$ cat src/rtl/mod_game_ctrl.sv
// Modulus game controller: problem sequencing, iterative remainder
// computation, answer judging, health drain, score, streak and level.
//
// state  | meaning
// -------+-----------------------------------------------------------
// IDLE   | after reset, waiting for start
// GEN    | latch a new dividend/divisor from the RNG sources (1 cycle)
// CALC   | subtract divisor from remainder, one step per cycle
// WAIT   | problem shown, waiting for a keypad answer
// OVER   | health exhausted, outputs frozen until start
module mod_game_ctrl #(
  parameter int DIVIDEND_W  = 7,
  parameter int ANS_W       = 4,
  parameter int DIVISOR_MAX = 9,
  parameter int HEALTH_W    = 7,
  parameter int INIT_HEALTH = 60,
  parameter int MAX_HEALTH  = 99,
  parameter int GAIN        = 5,
  parameter int PENALTY     = 3,
  parameter int RATE_W      = 27,
  parameter int BASE_RATE   = 36000000,
  parameter int RATE_STEP   = 4000000,
  parameter int MIN_RATE    = 6000000,
  parameter int STREAK_LEN  = 5,
  parameter int MAX_LEVEL   = 7,
  parameter int SCORE_MAX   = 999
) (
  input  logic                  clk,
  input  logic                  reset,
  input  logic                  start,
  input  logic [DIVIDEND_W-1:0] rng_dividend,
  input  logic [3:0]            rng_divisor,
  input  logic [ANS_W-1:0]      answer,
  input  logic                  answer_valid,
  output logic [DIVIDEND_W-1:0] dividend,
  output logic [3:0]            divisor,
  output logic [HEALTH_W-1:0]   health,
  output logic [2:0]            level,
  output logic [9:0]            score,
  output logic                  problem_ready,
  output logic                  game_over,
  output logic [2:0]            state
);

  localparam int STRK_W = (STREAK_LEN < 2) ? 1 : $clog2(STREAK_LEN + 1);
  localparam int CMP_W  = (ANS_W > DIVIDEND_W) ? ANS_W : DIVIDEND_W;

  typedef enum logic [2:0] {
    S_IDLE = 3'd0,
    S_GEN  = 3'd1,
    S_CALC = 3'd2,
    S_WAIT = 3'd3,
    S_OVER = 3'd4
  } state_t;

  state_t                state_q, state_d;
  logic [DIVIDEND_W-1:0] remainder, remainder_d, dividend_d;
  logic [3:0]            divisor_d, div_mapped;
  logic [HEALTH_W-1:0]   health_d, h_adj;
  logic [HEALTH_W:0]     h_sum;
  logic [2:0]            level_d;
  logic [9:0]            score_d;
  logic [STRK_W-1:0]     streak, streak_d;
  logic [RATE_W-1:0]     tick, tick_d, rate;
  logic                  active, drain_hit, is_correct, is_wrong;

  // Drain period for a level, floored at MIN_RATE; computed wide so a
  // large level*RATE_STEP cannot wrap below the floor.
  function automatic logic [RATE_W-1:0] rate_of(input logic [2:0] lv);
    longint r;
    r = longint'(BASE_RATE) - longint'(lv) * longint'(RATE_STEP);
    if (r < longint'(MIN_RATE)) r = longint'(MIN_RATE);
    return r[RATE_W-1:0];
  endfunction

  assign state         = state_q;
  assign problem_ready = (state_q == S_WAIT);
  assign game_over     = (state_q == S_OVER);

  // State register.
  always_ff @(posedge clk or posedge reset) begin
    if (reset) state_q <= S_IDLE;
    else       state_q <= state_d;
  end

  // Next state and datapath next values; answer adjustment is applied
  // before the drain decrement, each step saturating on its own.
  always_comb begin
    state_d     = state_q;
    dividend_d  = dividend;
    divisor_d   = divisor;
    remainder_d = remainder;
    level_d     = level;
    score_d     = score;
    streak_d    = streak;
    tick_d      = tick;

    rate       = rate_of(level);
    active     = (state_q == S_GEN) || (state_q == S_CALC) || (state_q == S_WAIT);
    drain_hit  = active && (tick >= rate - RATE_W'(1));
    is_correct = (state_q == S_WAIT) && answer_valid &&
                 (CMP_W'(answer) == CMP_W'(remainder));
    is_wrong   = (state_q == S_WAIT) && answer_valid &&
                 (CMP_W'(answer) != CMP_W'(remainder));

    if (rng_divisor < 4'd2)                  div_mapped = 4'(DIVISOR_MAX) - rng_divisor;
    else if (rng_divisor > 4'(DIVISOR_MAX))  div_mapped = 4'(DIVISOR_MAX);
    else                                     div_mapped = rng_divisor;

    h_sum = {1'b0, health} + (HEALTH_W+1)'(GAIN);
    h_adj = health;
    if (is_correct)
      h_adj = (h_sum > (HEALTH_W+1)'(MAX_HEALTH)) ? HEALTH_W'(MAX_HEALTH) : h_sum[HEALTH_W-1:0];
    else if (is_wrong)
      h_adj = (health < HEALTH_W'(PENALTY)) ? '0 : health - HEALTH_W'(PENALTY);
    health_d = (drain_hit && (h_adj != '0)) ? h_adj - HEALTH_W'(1) : h_adj;

    if (active) tick_d = drain_hit ? '0 : tick + RATE_W'(1);

    case (state_q)
      S_IDLE, S_OVER: begin
        if (start) begin
          state_d  = S_GEN;
          health_d = HEALTH_W'(INIT_HEALTH);
          level_d  = '0;
          score_d  = '0;
          streak_d = '0;
          tick_d   = '0;
        end
      end
      S_GEN: begin
        dividend_d  = rng_dividend;
        remainder_d = rng_dividend;
        divisor_d   = div_mapped;
        state_d     = S_CALC;
      end
      S_CALC: begin
        if (remainder >= DIVIDEND_W'(divisor)) remainder_d = remainder - DIVIDEND_W'(divisor);
        else                                   state_d     = S_WAIT;
      end
      S_WAIT: begin
        if (is_correct) begin
          state_d = S_GEN;
          score_d = (score >= 10'(SCORE_MAX)) ? score : score + 10'd1;
          if (streak >= STRK_W'(STREAK_LEN - 1)) begin
            streak_d = '0;
            level_d  = (level >= 3'(MAX_LEVEL)) ? level : level + 3'd1;
          end else begin
            streak_d = streak + STRK_W'(1);
          end
        end else if (is_wrong) begin
          streak_d = '0;
        end
      end
      default: state_d = S_IDLE;
    endcase

    // Running out of health wins over any other transition.
    if (active && (health_d == '0)) state_d = S_OVER;
  end

  // Datapath registers.
  always_ff @(posedge clk or posedge reset) begin
    if (reset) begin
      dividend  <= '0;
      divisor   <= '0;
      remainder <= '0;
      health    <= HEALTH_W'(INIT_HEALTH);
      level     <= '0;
      score     <= '0;
      streak    <= '0;
      tick      <= '0;
    end else begin
      dividend  <= dividend_d;
      divisor   <= divisor_d;
      remainder <= remainder_d;
      health    <= health_d;
      level     <= level_d;
      score     <= score_d;
      streak    <= streak_d;
      tick      <= tick_d;
    end
  end

endmodule
$ cat config.mk
export PLATFORM = sky130hd
export DESIGN_NAME = mod_game_ctrl
export DESIGN_NICKNAME = d
export VERILOG_FILES = /design/src/rtl/mod_game_ctrl.sv
export SDC_FILE = /design/constraint.sdc
export NUM_CORES = 1
export LEC_CHECK = 0
export ABC_AREA = 1
export CAP_MARGIN = 15
export CORE_MARGIN = 5
export CORE_UTILIZATION = 63
export DETAILED_ROUTE_END_ITERATION = 8
export GPL_ROUTABILITY_DRIVEN = 0
export PLACE_DENSITY_LB_ADDON = 0.1
export SLEW_MARGIN = 20
export SYNTH_ARGS = -nofsm -noshare
export SYNTH_HDL_FRONTEND = slang
export SYNTH_SLANG_ARGS = --single-unit
$ cat constraint.sdc
create_clock -name clk -period 8.3 [get_ports clk]
set_clock_uncertainty 0.2 [all_clocks]
set_input_delay 0.83 -clock clk [delete_from_list [all_inputs] [get_ports clk]]
set_output_delay 0.83 -clock clk [all_outputs]
set_load 0.1 [all_outputs]
==> reports/metrics.yaml <==
finish:
  drive_above_1_share_pct: 8.87
  multi_input_area_sq_um: 3520
  fill_cells: 733
  area_growth_pct: 14.6
  regArea_sq_um: 1780
  antenna_cells: 0
  nets: 947
global_route:
  grt_pass1_wl_um: 23400
  antenna_found_initial: 0
  grt_overflow: 0
  grt_util_all_layers_pct: 24.9
  grt_pass1_vias: 5294
  grt_max_degree: 72
worst_setup_path:
  cpPeakStageDelay_ns: 0.56
  cp_data_arrival_time_ns: 6.59
  crit_top_cell: "nand2_1"
  rrSetupSlack_ns: 1.74
  critical_path.startpoint: "level[1]"
  critPathBufInv: 5
  r2r_cells: 30
  crit_type: "flop to flop"
  crit_family: "simple AND/OR/NAND/NOR gates"
  endpoint_kind: "flop"
  worstReg2RegEnd: "state[1]"
  crit_required_ns: 8.33
  path_max_fanout: 16
  rr_startpoint: "level[1]"
  startpoint_type: "flop"
  slowest_stage: "dfrtp_1"
floorplan:
  rows: 35
  die_height_um: 106
  die_w_um: 106
  io_pins: 55
  die_area_sq_um: 11300
  core-area_sq_um: 9150
  start_util_pct: 63.7
synth:
  syn_nets: 888
  muxShareOfSynthArea_pct: 0
  synth-seq-cells: 71
  avgSynthCellArea_sq_um: 7.15
  seq_area_frac_synth_pct: 30.6
  synthesis.area_sq_um: 5830
  ys_types: 51
  synthAdderAreaFrac_pct: 12.0
  synth_compound_area_share_pct: 10.5
  yosys.area_share.simple_pct: 34.6
  synthCells: 816
  synth_warnings: 0
  synth_top_family_by_area: "simple AND/OR/NAND/NOR gates"
  synth_xor_area_share_pct: 3.15
drt:
  remaining_drc_errors: 0
  via_count: 5472
  ant_nets: 0
  via_per_inst: 5.53
  first_iter_violations: 344
  wirelength_um: 13500
  wl_per_cell_um: 13.7
  first_pass_iters: 7
place:
  io_buffers: 54
  hpwl_um: 10500
clocking:
  cts_hold_buffers: 0
  clkLatencyLatePin_ns: 0.35
  post_cts_resized: 0
  clkSinkCount: 71
  cts_setup_buffers: 0
  cts_tree: "yes"
  cts_made_buffers: 9
  cts_max_level: 3
  clk_path_buf_depth: 2
  clk_pin_slew_worst_paths_ns: 0.07
  root_buffer: "clkbuf_8"
worst_hold_path:
  min-delay-start: "dividend[4]"
  hold_depth: 2
  hp-class: "flop to flop"
  holdPathEnd: "dividend[4]"
timing:
  fin_crit_sh_pct: 79.0
  finalSetupViolCount: 0
  tightest_slew_ns: 1.01
  tns_ns: 0
  max_freq_mhz: 152
  relSlewSlack_pct: 32.6
  fin_crit_ns: 6.56
  grt_setup_unrepaired: "false"
  slew_violations: 0
  hold_viol_final: 0
  whs_ns: 0.278
power:
  leakagePower_nw: 3.40
  power_density_nw_per_um2: 368
  vdd_drop_max_mv: 0.329
flow_run:
  cap_violations: 0
run_status:
  status: "finished, final reports clean"
[per-layer routing]
metal / track usage (%) / vias to the layer above / routed length (um)
met5: 0 / - / 0
met4: 8.79 / 0 / 295
met2: 41.8 / 156 / 6380
met1: 33.2 / 2522 / 6270
met3: 3.10 / 28 / 581
li1: - / 2766 / -
[where the power goes]
group | switching, mW | internal (mW)
registers | 0.106 | 0.455
logic | 1.15 | 0.476
clock network | 0.132 | 0.145
total | 1.39 | 1.08
[final cells by class]
| type | instances | area share (%) |
|---|---|---|
| well taps | 111 | 2.08 |
| inverters | 125 | 7.08 |
| repair buffers | 58 | 8.54 |
| clock buffers | 10 | 2.06 |
| multi-input cells | 610 | 52.7 |
| flip-flops and latches | 71 | 26.7 |
| clock inverters | 5 | 0.880 |
[through the flow]
step           utilization, %  setup WS, ns  area [sq um]  total power [mW]  cells
2_1_floorplan               -          1.94          5830              1.81    816
3_3_place_gp             70.9          2.17          6480              2.12    975
3_5_place_dp             70.9          1.86          6480              2.17    975
4_1_cts                  73.0          1.85          6680              2.45    990
5_1_grt                  73.0          1.05          6680              2.66    990
6_report                 73.0          1.74          6680              2.46    990
[worst min-delay path: cells and delay by family (launching register included)]
kind          cells  cell delay, ns
simple gates      2            0.10
flops             1            0.35
[synth_stat cells (all sizes together)]
| cell type | number | share of area, % |
|---|---|---|
| o211ai | 6 | 0.77 |
| o21a | 4 | 0.52 |
| o32ai | 1 | 0.15 |
| xor2 | 15 | 2.3 |
| a211oi | 3 | 0.39 |
| a21oi | 35 | 3.1 |
| nand3b | 1 | 0.13 |
| o21ai | 44 | 3.8 |
| nand4 | 24 | 2.7 |
| o22ai | 4 | 0.43 |
| ha | 48 | 10 |
| buf | 5 | 0.62 |
| o21bai | 1 | 0.13 |
| xnor2 | 6 | 0.90 |
| nor3b | 2 | 0.26 |
| a221oi | 2 | 0.30 |
| or2 | 3 | 0.32 |
| clkbuf | 5 | 0.32 |
| nand3 | 60 | 6.2 |
| nor3 | 18 | 1.8 |
| a32o | 1 | 0.17 |
| o211a | 1 | 0.17 |
| and2 | 1 | 0.11 |
| dfrtp | 67 | 29 |
| dfstp | 4 | 1.8 |
| a31oi | 4 | 0.43 |
| nand2 | 211 | 14 |
| nor2 | 106 | 8.7 |
| fa | 5 | 1.7 |
| a211o | 1 | 0.15 |
| conb | 1 | 0.064 |
| inv | 121 | 7.8 |
| clkinv | 4 | 0.28 |
| nor4 | 2 | 0.21 |
[worst max path at each step]
stage	slack, ns	to	cells past startpoint
6_report	1.74	state[1]	30
5_1_grt	1.05	state[1]	38
4_1_cts	1.85	state[1]	32
3_5_place_dp	1.86	state[1]	32
3_3_place_gp	2.17	state[1]	32
2_1_floorplan	1.94	state[1]	36
[kinds of logic (layout without fill, tap and decap cells)]
group,Yosys count,in the layout
simple gates,428,428
buf+inv,135,198
compound gates,107,107
xor+xnor,21,21
other cells,1,1
flops,71,71
fa+ha+maj,53,53
[state kept, by name, summed over array words and instances (netlist names)]
register	cells
remainder	7
streak	3
dividend	7
health	7
state	3
score	10
divisor	4
tick	27
level	3
[cell usage in the layout, fill, tap and decap left out, drive strengths merged, types with 10 or more instances in the layout]
cell type and instances:
ha 48, clkbuf 10, xor2 15, nor2 106, o21ai 44, nand3 60
dfrtp 67, inv 121, a21oi 35, clkdlybuf4s50 54, nand2 211, nand4 24
nor3 18
Note: power is estimated with default switching activity, not from simulation.
